File: src/rtl/tone_burst_gen.sv
// Test-signal source: square or bounded-triangle samples at a programmable rate,
// gated by an optional on/off burst envelope, for the level-measurement path.
module tone_burst_gen (
  input  logic               clk,
  input  logic               rst,
  input  logic               enable,
  input  logic               wave_sel,
  input  logic [15:0]        sample_period,
  input  logic [14:0]        amplitude,
  input  logic [7:0]         half_cycle,
  input  logic [14:0]        tri_step,
  input  logic [9:0]         burst_on,
  input  logic [9:0]         burst_off,
  output logic signed [15:0] sample_out,
  output logic               sample_valid,
  output logic               burst_active
);

  localparam int unsigned RW = 16;
  localparam int unsigned HW = 8;
  localparam int unsigned BW = 10;
  localparam int unsigned SW = 16;
  localparam int unsigned XW = 17;

  typedef enum logic {PH_ON = 1'b0, PH_OFF = 1'b1} phase_t;

  logic [RW-1:0]        rate_cnt, rate_cnt_n;
  logic [HW-1:0]        h, h_n;
  logic                 pol, pol_n;
  logic signed [SW-1:0] tri_val, tri_val_n;
  logic                 dir_up, dir_up_n;
  logic [BW-1:0]        bcnt, bcnt_n;
  phase_t               ph, ph_n;
  logic signed [SW-1:0] out_n;
  logic                 valid_n, active_n;

  logic [RW-1:0]        period_m1;
  logic [HW-1:0]        half_m1;
  logic [BW-1:0]        on_m1, off_m1;
  logic                 tick;
  logic signed [XW-1:0] amp_x, neg_amp_x, tri_x, step_x, sum_x;
  logic signed [SW-1:0] wave;

  // State and output register
  always_ff @(posedge clk) begin
    if (rst) begin
      rate_cnt     <= '0;
      h            <= '0;
      pol          <= 1'b0;
      tri_val      <= '0;
      dir_up       <= 1'b1;
      bcnt         <= '0;
      ph           <= PH_ON;
      sample_out   <= '0;
      sample_valid <= 1'b0;
      burst_active <= 1'b0;
    end else begin
      rate_cnt     <= rate_cnt_n;
      h            <= h_n;
      pol          <= pol_n;
      tri_val      <= tri_val_n;
      dir_up       <= dir_up_n;
      bcnt         <= bcnt_n;
      ph           <= ph_n;
      sample_out   <= out_n;
      sample_valid <= valid_n;
      burst_active <= active_n;
    end
  end

  // Next-state and output logic
  always_comb begin
    rate_cnt_n = rate_cnt;
    h_n        = h;
    pol_n      = pol;
    tri_val_n  = tri_val;
    dir_up_n   = dir_up;
    bcnt_n     = bcnt;
    ph_n       = ph;
    out_n      = sample_out;
    valid_n    = 1'b0;
    active_n   = burst_active;

    period_m1 = (sample_period == '0) ? '0 : RW'(sample_period - RW'(1));
    half_m1   = (half_cycle == '0) ? '0 : HW'(half_cycle - HW'(1));
    on_m1     = (burst_on == '0) ? '0 : BW'(burst_on - BW'(1));
    off_m1    = (burst_off == '0) ? '0 : BW'(burst_off - BW'(1));
    tick      = enable && (rate_cnt >= period_m1);

    amp_x     = $signed({2'b00, amplitude});
    neg_amp_x = -amp_x;
    tri_x     = XW'(tri_val);
    step_x    = $signed({2'b00, tri_step});
    sum_x     = dir_up ? (tri_x + step_x) : (tri_x - step_x);
    wave      = wave_sel ? tri_val : (pol ? SW'(neg_amp_x) : SW'(amp_x));

    if (!enable) begin
      rate_cnt_n = '0;
      h_n        = '0;
      pol_n      = 1'b0;
      tri_val_n  = '0;
      dir_up_n   = 1'b1;
      bcnt_n     = '0;
      ph_n       = PH_ON;
      out_n      = '0;
      active_n   = 1'b0;
    end else begin
      rate_cnt_n = tick ? '0 : RW'(rate_cnt + RW'(1));
      if (tick) begin
        valid_n  = 1'b1;
        active_n = (ph == PH_ON);
        out_n    = (ph == PH_ON) ? wave : '0;

        // Square phase: wraps also when H was lowered below h
        if (h >= half_m1) begin
          h_n   = '0;
          pol_n = ~pol;
        end else begin
          h_n = HW'(h + HW'(1));
        end

        // Triangle: out-of-range values snap to the nearer bound first
        if (tri_x > amp_x) begin
          tri_val_n = SW'(amp_x);
          dir_up_n  = 1'b0;
        end else if (tri_x < neg_amp_x) begin
          tri_val_n = SW'(neg_amp_x);
          dir_up_n  = 1'b1;
        end else if (dir_up && (sum_x >= amp_x)) begin
          tri_val_n = SW'(amp_x);
          dir_up_n  = 1'b0;
        end else if (!dir_up && (sum_x <= neg_amp_x)) begin
          tri_val_n = SW'(neg_amp_x);
          dir_up_n  = 1'b1;
        end else begin
          tri_val_n = SW'(sum_x);
        end

        // Burst envelope
        if (ph == PH_ON) begin
          if (burst_off == '0) begin
            bcnt_n = '0;
          end else if (bcnt >= on_m1) begin
            bcnt_n = '0;
            ph_n   = PH_OFF;
          end else begin
            bcnt_n = BW'(bcnt + BW'(1));
          end
        end else begin
          if ((burst_off == '0) || (bcnt >= off_m1)) begin
            bcnt_n = '0;
            ph_n   = PH_ON;
          end else begin
            bcnt_n = BW'(bcnt + BW'(1));
          end
        end
      end
    end
  end

endmodule
File: config.mk
export PLATFORM = sky130hd
export DESIGN_NAME = tone_burst_gen
export DESIGN_NICKNAME = d
export VERILOG_FILES = /design/src/rtl/tone_burst_gen.sv
export SDC_FILE = /design/constraint.sdc
export NUM_CORES = 1
export LEC_CHECK = 0
export CAP_MARGIN = 20
export CORE_ASPECT_RATIO = 1.75
export CORE_UTILIZATION = 60
export CTS_BUF_LIST = sky130_fd_sc_hd__clkbuf_8
export DETAILED_ROUTE_END_ITERATION = 8
export PLACE_DENSITY = 0.9
export SETUP_SLACK_MARGIN = 0.1
export SLEW_MARGIN = 40
export SYNTH_ARGS = -nofsm -noshare
export SYNTH_HDL_FRONTEND = slang
export SYNTH_SLANG_ARGS = --single-unit
File: constraint.sdc
create_clock -name clk -period 5.9 [get_ports clk]
set_input_delay 1.18 -clock clk [delete_from_list [all_inputs] [get_ports clk]]
set_output_delay 1.18 -clock clk [all_outputs]
set_load 0.01 [all_outputs]
==> results of run 1 <==
==> worst paths after layout <==
path | start | endpoint | slack (ns) | depth (start not counted)
setup / recovery | tri_step[0] | tri_val[9] | 0.11 | 22
hold reg to reg | sample_out[15] | sample_out[15] | 0.46 | 2
hold / removal | sample_out[15] | sample_out[15] | 0.46 | 2
setup reg to reg | dir_up | tri_val[9] | 0.69 | 21
==> per-stage QoR <==
step | power (W) | utilization, %
detailed placement | 0.000816 | 73.2
finish | 0.00116 | 75.5
global route | 0.00122 | 75.5
floorplan | 0.000672 | -
global placement | 0.000805 | 73.2
CTS | 0.00115 | 74.5
==> area by class of cell <==
type,count,area (um2),share of cell area [%]
repair buffers,157,1440,14.1
flip-flops and latches,71,1420,13.9
clock buffers,10,138,1.35
multi-input cells,956,6760,66.2
inverters,55,206,2.02
well taps,174,218,2.13
clock inverters,5,26.3,0.257
==> per-layer routing <==
layer	vias up	wire length [um]	part of all wire, %
met5	-	0	0
met4	0	1850	7.5
met3	143	1200	4.9
met2	343	12800	52
met1	4141	8800	36
li1	4295	-	-
==> repair_timing <==
action / CTS / global route
resized for setup: 2 / 25
pin swaps: 1 / 6
setup endpoints to repair: 3 / 17
cloned: 0 / 0
setup buffers: 0 / 2
==> worst max-delay path, stage by stage <==
cell             delay [ns]
clkdlybuf4s50_1        0.48
inv_1                  0.06
ha_2                   0.26
mux2_2                 0.28
ha_1                   0.31
a211oi_2               0.29
o211ai_2               0.16
a2111oi_4              0.47
o21bai_1               0.15
a21oi_2                0.21
xnor2_2                0.11
ha_1                   0.29
nand2_1                0.07
nor3_1                 0.24
a221oi_1               0.11
o21ai_1                0.19
a41oi_2                0.07
a211oi_2               0.26
buf_4                  0.16
or2_1                  0.29
o211ai_1               0.18
a31oi_1                0.23
==> placed cells by master, fill, tap and decap left out, types with 31 or more instances in the layout <==
cell / Yosys / layout
a21oi_1: 95 / 91
buf_4: 1 / 59
ha_1: 132 / 130
clkdlybuf4s50_1: 0 / 94
xor2_1: 38 / 37
nand3_1: 32 / 32
nor2_1: 118 / 118
xnor2_1: 64 / 62
o21ai_0: 66 / 63
inv_1: 55 / 56
dfxtp_1: 71 / 71
nor3_1: 31 / 31
nand2_1: 110 / 109
==> flip-flops by register name, indices dropped and copies added (netlist names) <==
name          count
h                 8
burst_active      1
tri_val          16
sample_out       16
sample_valid      1
ph                1
rate_cnt         16
bcnt             10
pol               1
dir_up            1
==> cells by family after synthesis <==
logic type,after synthesis,share of synthesized area (%)
simple gates,420,24.7
compound gates,283,21.3
fa+ha+maj,133,19.9
xor+xnor,103,10.8
buf+inv,92,4.37
flops,71,16.9
mux,17,2.07
==> power groups by stage <==
stage                     clock network (W)  logic [W]  registers (W)
after global placement                    0   0.000314       0.000492
after CTS                          0.000344   0.000326       0.000481
after floorplan                           0   0.000180       0.000492
after detailed placement                  0   0.000324       0.000492
after global routing               0.000366   0.000374       0.000481
final                              0.000343   0.000338       0.000481
==> out/summary.txt, run 1 <==
M3 GR Usage = 4.26%
Worst setup SP type = primary input
Nets = 1461
Layout area overhead = 21.3%
Post-layout min period = 5.79 ns
Port-buffer cells = 95
Synth cell types = 76
Clock sinks = 71
Layout cells sized above 1 = 9.81%
Final Hold Vio Count = 0
Starting Density = 62.3%
Dpl ws = -0.325 ns
Comb pwr share = 29.1%
CP arrival = 6.06 ns
GPL Wtd Cong = 0.986
CP Data Required Time = 6.17 ns
Setup_tns = 0 ns
Max H-tree Level = 3
Worst hold path type = reg -> reg
Synth top area cells = ha_1 20%, dfxtp_1 17%, xnor2_1 6.7%
Met1 usage = 32.6%
Flop pwr share = 41.4%
Placed instance count = 1411
Core Region = 13500 um2
Critical Path End Type = flop
Final WS setup = 0.109 ns
Gr usage total = 33.3%
Placed inst area = 9900 um2
Global routing's busiest layer = met2
DP HPWL = 19.7 mm
WL per Instance = 17.3 um
Routed vias = 8922
Crit Path Max Fanout = 7
Worst clock skew = 0.00970 ns
Ys flop type = dfxtp_1
Mapped Nets = 1330
CTS tree = yes
Final slew viol count = 0
Die Wd = 91.5 um
IR drop worst, VDD = 0.0000772 V
Layout Cells excl Fill = 1428
Clock Power Share = 29.5%
Achievable clock frequency = 173 MHz
Die outline area = 14500 um2
Cell Area, Synth = 8420 um2
Synth top area share = 19.6%
# diodes = 0
P per Cell Area = 114 nW/um2
Top cell type by total area after synthesis = ha_1
Post-route ant nets = 0
NetSw = 0.000367 W
# IOs = 96
# fillers = 972
Hold_buf cts = 0
Clk buf depth = 2
Die Span Y = 159 um
Post-route cell area = 10200 um2
Pin count of the biggest net entering global routing = 32
Number of DRC markers in iteration 0 = 389
CTS buffer count = 9
Residual DRC = 0
Rel. slew slack = 53.9%
Tcrit/Tclk final = 98.2%
EDFF count, synth = 0
Vias per inst = 6.25
Initial antenna violation count = 0
Total Wirelength = 24.6 mm
Yosys warning total = 0
Register area share after synthesis = 16.9%
Grt total ovfl = 0
Global-route wire length before repair = 39.5 mm
Critical path class = in -> reg
Outcome = complete, no violations
Switch share = 31.6%
Asr flop ratio synth = 0%
Max_cap viols = 0
TritonRoute pass-1 iters = 5
M2 GR Usage = 62.9%
Final setup violation count = 0
Yosys reg bits = 71
Clock-pin slew on the worst setup and hold paths = 0.07 ns
Top post-synthesis cells by count = 132 x ha_1, 118 x nor2_1, 110 x nand2_1
Cell internal pwr = 0.000794 W
Mean Syn Cell Area = 7.52 um2
Slew @ Worst Pin = 0.690 ns
Clock network latency to the later pin of the worst-skew pair = 0.36 ns
Min Hold Slack = 0.458 ns
Cell with the most instances after synthesis = ha_1
FP Rows = 56
Post-Syn Instances = 1119
CTS root buffer = clkbuf_8
Number of global-route vias before repair = 8812
Leak pwr = 4.54 nW
Power figures use the tool's default switching activity.
==> run 2, diff against run 1 <==
--- a/config.mk
+++ b/config.mk
@@ -7,10 +7,11 @@
 export LEC_CHECK = 0
 export CAP_MARGIN = 20
 export CORE_ASPECT_RATIO = 1.75
-export CORE_UTILIZATION = 60
+export CORE_UTILIZATION = 40
 export CTS_BUF_LIST = sky130_fd_sc_hd__clkbuf_8
+export CTS_CLUSTER_SIZE = 20
 export DETAILED_ROUTE_END_ITERATION = 8
-export PLACE_DENSITY = 0.9
+export PLACE_DENSITY = 0.66
 export SETUP_SLACK_MARGIN = 0.1
 export SLEW_MARGIN = 40
 export SYNTH_ARGS = -nofsm -noshare
==> run 2 against run 1 <==
The flow now finishes with violations (DRC). Combinational power rose by 3%. Non-clock buffer count rose by 40. Clock-buffer cell count did not move. Die area rose by 49%. Sequential power barely moved. Highest routed layer unchanged. Fmax rose by 3.4%. Critical path depth rose by 4. Register-to-register slack improved by 0.17 ns. Global-route usage fell by 10 points. Clock skew rose by 0.0018 ns.
==> out/summary.txt, run 2 (synthesized netlist as in run 1, its figures left out) <==
Outcome = complete, but fails checks
Failing checks = DRC
Hold EP = sample_out[11]
CTS tree = yes
Number of global-route vias before repair = 8353
# fillers = 1969
Switch share = 30.1%
Clock network latency to the later pin of the worst-skew pair = 0.35 ns
Flop pwr share = 39.7%
Clock Power Share = 31.6%
RSZ-0062 raised after global routing = true
Pin count of the biggest net entering global routing = 35
NetSw = 0.000364 W
Leak pwr = 4.72 nW
Core Region = 20500 um2
Clk buf depth = 2
Worst clock skew = 0.0115 ns
Post-route ant nets = 0
Hold Crit Depth = 2
Layout area overhead = 26.0%
DP HPWL = 20.6 mm
CP arrival = 5.87 ns
Final Hold Vio Count = 0
Min Hold Slack = 0.475 ns
TritonRoute pass-1 iters = 8
Worst R2R Start = dir_up
Grt total ovfl = 0
Clock-pin slew on the worst setup and hold paths = 0.08 ns
Initial antenna violation count = 0
Rel. slew slack = 45.0%
Gr usage total = 23.1%
Routed vias = 8666
Final setup violation count = 0
Nets = 1501
Vias per inst = 5.62
Commonest non-fill, non-tap cell in the layout = ha_1
Achievable clock frequency = 179 MHz
Residual DRC = 10
# diodes = 0
Worst setup SP type = primary input
Global-route wire length before repair = 40.1 mm
Min-delay src = sample_out[11]
Starting Density = 41.1%
Comb pwr share = 28.7%
Post-layout min period = 5.60 ns
# IOs = 96
Die Wd = 112 um
Register-to-Register Path Depth = 21
Max H-tree Level = 3
Final Util = 51.9%
Worst Setup SP = tri_step[0]
Largest regs = rate_cnt: 16 flops, sample_out: 16 flops, tri_val: 16 flops
Number of DRC markers in iteration 0 = 481
Most frequent cells in the layout = 132 x ha_1, 116 x nor2_1, 109 x nand2_1
Tcrit/Tclk final = 94.9%
Die outline area = 21700 um2
Layout cells sized above 1 = 12.5%
Worst hold path type = reg -> reg
Crit-path slowest cell = clkdlybuf4s50_1
P per Cell Area = 114 nW/um2
CP Data Required Time = 6.17 ns
Slowest stage delay, CP = 0.47 ns
Die Span Y = 194 um
IR drop worst, VDD = 0.0000732 V
Crit Path Max Fanout = 7
CP delay by family, top = compound AO/OA/AOI/OAI gates
Cell internal pwr = 0.000847 W
Reg-to-reg endpoint = tri_val[1]
WP buf/inv = 6
Pwr Total = 0.00121 W
Critical Path End Type = flop
FF-to-FF setup slack = 0.86 ns
Slew @ Worst Pin = 0.817 ns
Clock sinks = 71
CTS buffer count = 9
Total Wirelength = 24.9 mm
Max_cap viols = 0
Final slew viol count = 0
WL per Instance = 16.2 um
Critical path class = in -> reg
FP Rows = 69
Port-buffer cells = 95
GPL Wtd Cong = 0.911
CTS root buffer = clkbuf_8
run 2: worst min-delay path: cells and delay by family, from the launching register on:
family | cells | cell delay (ns)
and+or+nand+nor | 1 | 0.06
AOI/OAI and AO/OA | 1 | 0.05
DFF | 1 | 0.32
run 2: area by class of cell:
type | count | area [um2] | share of cell area [%]
Clock buffer | 10 | 138 | 1.30
Clock inverter | 4 | 48.8 | 0.460
Inverter | 55 | 206 | 1.95
Multi-Input combinational cell | 956 | 6760 | 63.7
Sequential cell | 71 | 1420 | 13.4
Tap cell | 248 | 310 | 2.92
Timing Repair Buffer | 197 | 1730 | 16.3
run 2: how the worst max path moves through the flow:
| stage | end | depth (start not counted) |
|---|---|---|
| 4_1_cts | tri_val[15] | 23 |
| 6_report | tri_val[1] | 26 |
| 5_1_grt | tri_val[1] | 25 |
| 3_3_place_gp | tri_val[15] | 23 |
| 3_5_place_dp | tri_val[1] | 22 |
| 2_1_floorplan | tri_val[8] | 22 |
run 2: power groups by stage:
stage          logic [W]  clock network, W  registers, W
2_1_floorplan   0.000180                 0      0.000492
3_3_place_gp    0.000333                 0      0.000492
3_5_place_dp    0.000339                 0      0.000492
4_1_cts         0.000341          0.000394      0.000481
5_1_grt         0.000385          0.000411      0.000481
6_report        0.000348          0.000383      0.000481
run 2: layer usage:
| layer | wire, um | track usage [%] |
|---|---|---|
| met3 | 615 | 1.94 |
| met1 | 9650 | 23.8 |
| met5 | 0 | 0 |
| met4 | 1240 | 13.4 |
| met2 | 13400 | 44.5 |
run 2: what timing repair did:
action,in CTS,in global routing
buffers inserted,0,2
endpoints found under the setup margin,0,22
hold buffers,0,0
resized for setup,0,29
run 2: per-stage QoR:
| step | setup TNS [ns] | instances | cell area, um2 | worst slack [ns] |
|---|---|---|---|---|
| floorplan | 0 | 1119 | 8420 | 0.509 |
| global placement | -1.01 | 1524 | 10300 | -0.197 |
| detailed placement | -2.43 | 1524 | 10300 | -0.254 |
| CTS | 0 | 1538 | 10500 | 0.102 |
| global route | 0 | 1541 | 10600 | 0.0577 |
| finish | 0 | 1541 | 10600 | 0.302 |
